### src/rtl/key_debounce_if.sv
// Signal bundle between a raw push-button and the logic that consumes its
// debounced level and strobes. The debouncer sits on the slave side.
interface key_debounce_if;
    logic key_in;       // raw asynchronous button pin
    logic repeat_en;    // 1 = auto-repeat enabled
    logic pressed;      // debounced level, 1 = pressed
    logic key_out;      // debounced level in the raw pin's polarity
    logic press_stb;    // one-cycle strobe on an accepted press
    logic release_stb;  // one-cycle strobe on an accepted release
    logic rpt_stb;      // one-cycle auto-repeat strobe

    modport master (
        output key_in,
        output repeat_en,
        input  pressed,
        input  key_out,
        input  press_stb,
        input  release_stb,
        input  rpt_stb
    );

    modport slave (
        input  key_in,
        input  repeat_en,
        output pressed,
        output key_out,
        output press_stb,
        output release_stb,
        output rpt_stb
    );
endinterface

### src/rtl/key_debounce.sv
// Single-key debouncer with auto-repeat. The raw pin is synchronised,
// normalised to 1 = pressed, and qualified by a stability counter before a
// level change is accepted. While held, an optional repeat strobe fires after
// a hold delay and then periodically. All outputs come straight from flops.
module key_debounce #(
    parameter int DEBOUNCE_CYCLES = 500000,
    parameter int HOLD_CYCLES     = 25000000,
    parameter int REPEAT_CYCLES   = 5000000,
    parameter int ACTIVE_LOW      = 1,
    parameter int CNT_W           = 25
) (
    input  logic         clk,
    input  logic         rst,
    key_debounce_if.slave bus
);

    // Raw pin level that means "not pressed".
    localparam logic REL_LVL = (ACTIVE_LOW != 0);

    localparam logic [CNT_W-1:0] DEB_LAST = CNT_W'(DEBOUNCE_CYCLES - 1);
    localparam logic [CNT_W-1:0] HOLD_LAST = CNT_W'(HOLD_CYCLES - 1);
    localparam logic [CNT_W-1:0] RPT_LAST = CNT_W'(REPEAT_CYCLES - 1);
    localparam logic [CNT_W-1:0] CNT_ONE = CNT_W'(1);

    typedef enum logic [2:0] {
        ST_RELEASED,
        ST_PRESS_WAIT,
        ST_PRESSED,
        ST_REPEAT,
        ST_RELEASE_WAIT
    } state_t;

    logic             sync1_q;
    logic             sync2_q;
    logic             s;
    state_t           state_q, state_d;
    logic [CNT_W-1:0] cnt_q, cnt_d;
    logic             pressed_q, pressed_d;
    logic             key_out_q, key_out_d;
    logic             press_q, press_d;
    logic             release_q, release_d;
    logic             rpt_q, rpt_d;

    // Normalised synchronised level: 1 = pressed regardless of pin polarity.
    assign s = sync2_q ^ REL_LVL;

    // Two-flop synchroniser; resets to the released level so a held key
    // is re-qualified from scratch after reset.
    always_ff @(posedge clk) begin
        if (rst) begin
            sync1_q <= REL_LVL;
            sync2_q <= REL_LVL;
        end else begin
            sync1_q <= bus.key_in;
            sync2_q <= sync1_q;
        end
    end

    // Next-state logic: debounce qualification, hold/repeat timing, strobes.
    always_comb begin
        state_d   = state_q;
        cnt_d     = cnt_q;
        pressed_d = pressed_q;
        press_d   = 1'b0;
        release_d = 1'b0;
        rpt_d     = 1'b0;

        case (state_q)
            ST_RELEASED: begin
                cnt_d = '0;
                if (s) begin
                    state_d = ST_PRESS_WAIT;
                end
            end

            ST_PRESS_WAIT: begin
                if (!s) begin
                    // Bounce: fall back silently.
                    state_d = ST_RELEASED;
                    cnt_d   = '0;
                end else if (cnt_q == DEB_LAST) begin
                    state_d   = ST_PRESSED;
                    pressed_d = 1'b1;
                    press_d   = 1'b1;
                    cnt_d     = '0;
                end else begin
                    cnt_d = cnt_q + CNT_ONE;
                end
            end

            ST_PRESSED: begin
                if (!s) begin
                    state_d = ST_RELEASE_WAIT;
                    cnt_d   = '0;
                end else if (!bus.repeat_en) begin
                    // Hold timer only runs while repeat is enabled.
                    cnt_d = '0;
                end else if (cnt_q == HOLD_LAST) begin
                    state_d = ST_REPEAT;
                    rpt_d   = 1'b1;
                    cnt_d   = '0;
                end else begin
                    cnt_d = cnt_q + CNT_ONE;
                end
            end

            ST_REPEAT: begin
                if (!s) begin
                    state_d = ST_RELEASE_WAIT;
                    cnt_d   = '0;
                end else if (!bus.repeat_en) begin
                    // Disabling repeat restarts the full hold delay later.
                    state_d = ST_PRESSED;
                    cnt_d   = '0;
                end else if (cnt_q == RPT_LAST) begin
                    rpt_d = 1'b1;
                    cnt_d = '0;
                end else begin
                    cnt_d = cnt_q + CNT_ONE;
                end
            end

            ST_RELEASE_WAIT: begin
                if (s) begin
                    // Release bounce: key still down, restart hold timing.
                    state_d = ST_PRESSED;
                    cnt_d   = '0;
                end else if (cnt_q == DEB_LAST) begin
                    state_d   = ST_RELEASED;
                    pressed_d = 1'b0;
                    release_d = 1'b1;
                    cnt_d     = '0;
                end else begin
                    cnt_d = cnt_q + CNT_ONE;
                end
            end

            default: begin
                state_d   = ST_RELEASED;
                cnt_d     = '0;
                pressed_d = 1'b0;
            end
        endcase

        key_out_d = pressed_d ^ REL_LVL;
    end

    // State, counter and registered outputs.
    always_ff @(posedge clk) begin
        if (rst) begin
            state_q   <= ST_RELEASED;
            cnt_q     <= '0;
            pressed_q <= 1'b0;
            key_out_q <= REL_LVL;
            press_q   <= 1'b0;
            release_q <= 1'b0;
            rpt_q     <= 1'b0;
        end else begin
            state_q   <= state_d;
            cnt_q     <= cnt_d;
            pressed_q <= pressed_d;
            key_out_q <= key_out_d;
            press_q   <= press_d;
            release_q <= release_d;
            rpt_q     <= rpt_d;
        end
    end

    assign bus.pressed     = pressed_q;
    assign bus.key_out     = key_out_q;
    assign bus.press_stb   = press_q;
    assign bus.release_stb = release_q;
    assign bus.rpt_stb     = rpt_q;

endmodule

### src/flat_wrapper.sv
// flat-port wrapper written by rule: the top's interface ports become plain ports
module key_debounce_flat 
#(
    parameter int DEBOUNCE_CYCLES = 500000,
    parameter int HOLD_CYCLES     = 25000000,
    parameter int REPEAT_CYCLES   = 5000000,
    parameter int ACTIVE_LOW      = 1,
    parameter int CNT_W           = 25
)
  (clk, rst, bus_key_in, bus_repeat_en, bus_pressed, bus_key_out, bus_press_stb, bus_release_stb, bus_rpt_stb);
  key_debounce_if bus_i ();
  input  logic clk;
  input  logic rst;
  input wire logic [$bits(bus_i.key_in)-1:0] bus_key_in;
  input wire logic [$bits(bus_i.repeat_en)-1:0] bus_repeat_en;
  output wire logic [$bits(bus_i.pressed)-1:0] bus_pressed;
  output wire logic [$bits(bus_i.key_out)-1:0] bus_key_out;
  output wire logic [$bits(bus_i.press_stb)-1:0] bus_press_stb;
  output wire logic [$bits(bus_i.release_stb)-1:0] bus_release_stb;
  output wire logic [$bits(bus_i.rpt_stb)-1:0] bus_rpt_stb;
  assign bus_i.key_in = bus_key_in;
  assign bus_i.repeat_en = bus_repeat_en;
  assign bus_pressed = bus_i.pressed;
  assign bus_key_out = bus_i.key_out;
  assign bus_press_stb = bus_i.press_stb;
  assign bus_release_stb = bus_i.release_stb;
  assign bus_rpt_stb = bus_i.rpt_stb;
  key_debounce #(.DEBOUNCE_CYCLES(DEBOUNCE_CYCLES), .HOLD_CYCLES(HOLD_CYCLES), .REPEAT_CYCLES(REPEAT_CYCLES), .ACTIVE_LOW(ACTIVE_LOW), .CNT_W(CNT_W)) u_core (.clk(clk), .rst(rst), .bus(bus_i));
endmodule
### config.mk
export PLATFORM = sky130hd
export DESIGN_NAME = key_debounce_flat
export DESIGN_NICKNAME = d
export VERILOG_FILES = /design/src/rtl/key_debounce_if.sv /design/src/rtl/key_debounce.sv /design/src/flat_wrapper.sv
export SDC_FILE = /design/constraint.sdc
export NUM_CORES = 1
export LEC_CHECK = 0
export ABC_AREA = 1
export CORE_AREA = 2 2 61 63
export CTS_BUF_LIST = sky130_fd_sc_hd__clkbuf_4 sky130_fd_sc_hd__clkbuf_8
export DETAILED_ROUTE_END_ITERATION = 16
export DIE_AREA = 0 0 63 65
export DONT_BUFFER_PORTS = 1
export PLACE_DENSITY = 0.69
export SYNTH_ARGS = -nofsm -noshare
export SYNTH_HDL_FRONTEND = slang
export SYNTH_SLANG_ARGS = --single-unit
### constraint.sdc
create_clock -name clk -period 2.5 [get_ports clk]
set_input_delay 0.125 -clock clk [delete_from_list [all_inputs] [get_ports clk]]
set_output_delay 0.125 -clock clk [all_outputs]
set_load 0.02 [all_outputs]
-- Word level (Yosys, flattened, before mapping)
Index checks and enable logic that the tools add are counted.
- flip-flop bits (word level): 35
- input port bits: 4
- output and inout bits: 5
- word-level logic and storage cells: 66
- $add $sub $neg: 1
- equal/unequal tests: 13
- mux-type cells: 34
- bitwise logic cells: 4
- reductions and logical operators: 5
- operators by type and width (operator ; number):
    25-bit 2-to-1 mux ; 9
    25-bit one-hot mux with 4 select lines ; 1
    3-bit 2-to-1 mux ; 10
    25-bit by 1-bit adder with 25-bit output (second input constant) ; 1
    25-bit by 19-bit == test with 1-bit output (second input constant) ; 1
    25-bit by 23-bit == test with 1-bit output (second input constant) ; 1
    25-bit == test (second input constant) ; 1
    3-bit one-hot mux with 5 select lines ; 1
    1-bit 2-to-1 mux ; 11
    3-bit OR reduction ; 3
    3-bit by 2-bit == test with 1-bit output (second input constant) ; 2
    3-bit by 1-bit inequality test with 1-bit output (second input constant) ; 2
    3-bit by 2-bit inequality test with 1-bit output (second input constant) ; 2
    6-bit AND reduction ; 1
    1-bit inverter ; 4
    3-bit by 1-bit == test with 1-bit output (second input constant) ; 1
    3-bit == test (second input constant) ; 1
    3-bit zero test ; 1
    3-bit inequality test (second input constant) ; 1
    1-bit one-hot mux with 3 select lines ; 1
    2-bit inequality test (second input constant) ; 1
    1-bit one-hot mux with 2 select lines ; 1

-- Depth between registers and ports, before layout
- depth in word-level cells: 5
- gate-level depth with buffers: 11
- mapped depth without buffers: 11

-- Worst setup path before layout
No wires, ideal clock.
- kind: flip-flop to flip-flop
- start: register u_core.cnt_q[0]
- end: register u_core.cnt_q[16]
- setup time: 0.117 ns
- data arrival time: 1.405 ns
- required time: 2.383 ns
- slack: 0.978 ns
- cell stages (with the launch flop): 12
- buffers on the path: 1
- period minus slack after synthesis: 1.522 ns
- cells stage by stage: dfxtp_1 > ha_1 > nand2_1 > inv_2 > nand2_2 > nor2_1 > nand4_1 > nand2_1 > nand3_1 > nand2_2 > buf_6 > nor2_1
- cells in the longest elaborated chain, start to end: 5
- elaborated cells between the ends (all ways): 14
- classes of those cells: add/sub: 1; eq/ne: 3; mux: 10
- RTL lines (what ; RTL line ; text):
    start, declared ; key_debounce.sv:37 ; logic [CNT_W-1:0] cnt_q, cnt_d;
    start signal, assigned ; key_debounce.sv:160 ; cnt_q <= cnt_d;
    25-bit by 1-bit adder with 25-bit output, or another cell as far along ; -- ;
    25-bit 2-to-1 mux (on tied branches) ; key_debounce.sv:115, key_debounce.sv:98 ;
    25-bit 2-to-1 mux (on tied branches) ; key_debounce.sv:111, key_debounce.sv:95 ;
    25-bit 2-to-1 mux (on tied branches) ; key_debounce.sv:108, key_debounce.sv:92 ;
    25-bit one-hot mux with 4 select lines (*) ; key_debounce.sv:68 ; case (state_q)
Every way passes the cells marked *; elsewhere a longest branch is shown, timed or not.
A chain may end at the register's enable or synchronous reset.

-- Worst setup path in the final report
- start: register u_core.cnt_q[0]
- end: register u_core.cnt_q[14]
Same word-level chain as after synthesis.

==> impl_metrics.tcl <==
set metrics [dict create \
    synth_seq_cells 35 \
    crit_chain "ha_1 -> nand2_1 -> inv_2 -> nand2_2 -> nor2_1 -> nand4_1 -> nand2_1 -> nand3_1 -> nand2_2 -> nor2_1" \
    worstPathRequired_ns 2.72 \
    design_power_total_mw 1.36 \
    peakVddDrop_v 0.000413 \
    die_w_um 63 \
    path_class "reg2reg" \
    synth.largest_area_cell "dfxtp_1" \
    p_switching_mw 0.378 \
    min_to "u_core.bus.rpt_stb$_SDFF_PP0_" \
    leakagePower_nw 0.787 \
    via_per_inst 5.00 \
    fmax_mhz 515 \
    num_io_pins 9 \
    synthCells 278 \
    crit-reg2reg-launch "u_core.cnt_q[0]$_SDFF_PP0_" \
    timing.hold.ws_ns 0.141 \
    r2r_end "u_core.cnt_q[14]$_SDFF_PP0_" \
    worst_pin_slew_ns 0.465 \
    cts_tree "yes" \
    routabilityCongestion 0.913 \
    hp-class "in2reg" \
    cp_slowest_cell "dfxtp_1" \
    antenna_cells 0 \
    initial_core_util 0.530 \
    cellInternalPower_mw 0.982 \
    htreeDepth 2 \
    dieArea_um2 4100 \
    clkSinkCount 35 \
    worst_setup_path_end_kind "register" \
    reg2reg_depth 10 \
    utilization 0.575 \
    avgSynthCellArea_um2 6.66 \
    hp-start "bus_repeat_en" \
    placementRows 22 \
    area_delta_synth_final_pct 8.51 \
    drt_pass1_iterations 5 \
    hold_violations 0 \
    vias 1666 \
    ant_nets 0 \
    p_clk_frac 0.377 \
    max-slew-margin-rel 0.689 \
    wl_um 3810 \
    path_buf_inv 1 \
    yosysWarnings 0 \
    finClkSkew_ns 0.00801 \
    drt_drc_violations_left 0 \
    grt_antenna_before_repair 0 \
    root_buffer "clkbuf_4" \
    synthesis.area_um2 1850 \
    max_stage_delay_ns 0.37 \
    ctsResizeCount 0 \
    wl_per_cell_um 11.4 \
    clk_pin_slew_ns 0.11 \
    fin_crit_ns 1.94 \
    worstHoldPathCells 6 \
    fin_crit_sh 0.777 \
    grt_max_degree 26 \
    grt_use_total 0.203 \
    grt_pass1_vias 1484 \
    power.density_nw_per_um2 677 \
    synth_area_leaders "dfxtp_1 (38%), nor2_1 (13%), nand2_1 (11%)" \
    fin_nets 289 \
    cp_top_family "simple AND/OR/NAND/NOR gates" \
    r2r_slack_ns 0.56 \
    tns_ns 0 \
    switching_share 0.278 \
    seq_area_frac_synth 0.378 \
    path_max_fanout 25 \
    finalSetupViolCount 0 \
    arrival_ns 2.16 \
    cts_buffers 5 \
    slew_violations 0 \
    rsz0062_at_grt "false" \
    io_buffers 0 \
    pwr-share-seq 0.448 \
    syn_nets 283 \
    grt_pass1_wl_um 6460 \
    core_um2 3500 \
    maxCapViolCount 0 \
    synth_top_area_share 0.378 \
    clk-insertion-delay-late_ns 0.35 \
    start_kind "register" \
    yosysUniqueCellTypes 29 \
    drt_first_iter_violations 93 \
    dp_hpwl_um 2840 \
    fin_ws_ns 0.557 \
    pre_cts_ws_ns 0.578 \
    status "completed" \
    clockBufferDepth 2 \
    die_h_um 65 \
    power_frac_comb 0.174 \
    drive_gt1_frac 0.102 \
    overflow 0 \
]
==> layer usage <==
layer,wire length (um),share of wire,track usage,vias up
met3,166,0.044,0.0434,8
met2,1730,0.45,0.318,36
met5,0,0,0,-
li1,-,-,-,880
met4,77,0.020,0.111,0
met1,1840,0.48,0.262,742
==> worst reg2reg max path, stage by stage (launching register included) <==
cell and delay, ns:
dfxtp_1 0.37, ha_1 0.19, nand2_1 0.08, inv_2 0.06
nand2_2 0.07, nor2_1 0.20, nand4_1 0.19, nand2_1 0.10
nand3_1 0.09, nand2_2 0.36, nor2_1 0.12
==> how the worst max path moves through the flow <==
stage	cells after the start	slack, ns	to	from
4_1_cts	10	0.55	u_core.cnt_q[14]$_SDFF_PP0_	u_core.cnt_q[0]$_SDFF_PP0_
2_1_floorplan	11	0.98	u_core.cnt_q[16]$_SDFF_PP0_	u_core.cnt_q[0]$_SDFF_PP0_
3_3_place_gp	10	0.66	u_core.cnt_q[14]$_SDFF_PP0_	u_core.cnt_q[0]$_SDFF_PP0_
6_report	10	0.56	u_core.cnt_q[14]$_SDFF_PP0_	u_core.cnt_q[0]$_SDFF_PP0_
3_5_place_dp	10	0.58	u_core.cnt_q[14]$_SDFF_PP0_	u_core.cnt_q[0]$_SDFF_PP0_
5_1_grt	10	0.33	u_core.cnt_q[14]$_SDFF_PP0_	u_core.cnt_q[0]$_SDFF_PP0_
==> power groups by stage <==
stage	registers, mW	logic (mW)	clock network, mW
after floorplan	0.614	0.199	0
after global placement	0.620	0.227	0
after detailed placement	0.620	0.230	0
after CTS	0.608	0.235	0.526
after global routing	0.613	0.276	0.544
final	0.610	0.237	0.513
==> flip-flops by register name, summed over array words and instances, names as in the netlist <==
signal / cells
u_core.bus.rpt_stb: 1
u_core.bus.release_stb: 1
u_core.state_q: 3
u_core.bus.key_out: 1
u_core.cnt_q: 25
u_core.bus.pressed: 1
u_core.sync1_q: 1
u_core.sync2_q: 1
u_core.bus.press_stb: 1
==> cells by family (layout without fill, tap and decap cells) <==
group,count (synthesis),after routing,share of synthesized area
xor+xnor,14,14,0.0662
fa+ha+maj,1,1,0.00676
simple gates,165,165,0.393
flops,35,35,0.378
buf+inv,45,52,0.100
compound gates,18,18,0.0561
==> cells in the mapped netlist (all sizes together) <==
cell type and n:
nor3 8, o211ai 2, o22ai 2, or2 3
nand3b 1, ha 1, nand2 56, dfxtp 35
o21bai 1, nand3 20, nor4 1, o21ai 10
xor2 12, nand4 8, a21oi 3, buf 3
nor2 68, inv 42, xnor2 2
==> cell usage in the layout (no fill, tap or decap), types with 3 or more instances in the layout <==
cell type  count
clkbuf_4       6
nand3_1       19
nand4_1        8
inv_1         33
inv_2          9
nor3_1         5
o21ai_0        5
xor2_1        12
dfxtp_1       35
nand2_1       53
nor2_1        66
o21ai_1        5
nand2_2        3
==> area by class of cell <==
class / instances / area, um^2
Clock buffer: 6 / 45.0
Timing Repair Buffer: 2 / 20.0
Tap cell: 48 / 60.1
Clock inverter: 2 / 60.1
Sequential cell: 35 / 701
Inverter: 42 / 158
Multi-Input combinational cell: 198 / 966
Fill cell: 356 / 1490
==> repair_timing <==
item                      CTS  global route
buffers inserted            0             0
hold buffers                2             0
hold endpoints to repair    9             0
==> per-stage QoR <==
step | std cells | instance area, um^2
final | 333 | 2010
after global placement | 323 | 1880
after floorplan | 278 | 1850
after CTS | 333 | 2010
after global routing | 333 | 2010
after detailed placement | 323 | 1880
Note: power is estimated with default switching activity, not from simulation.
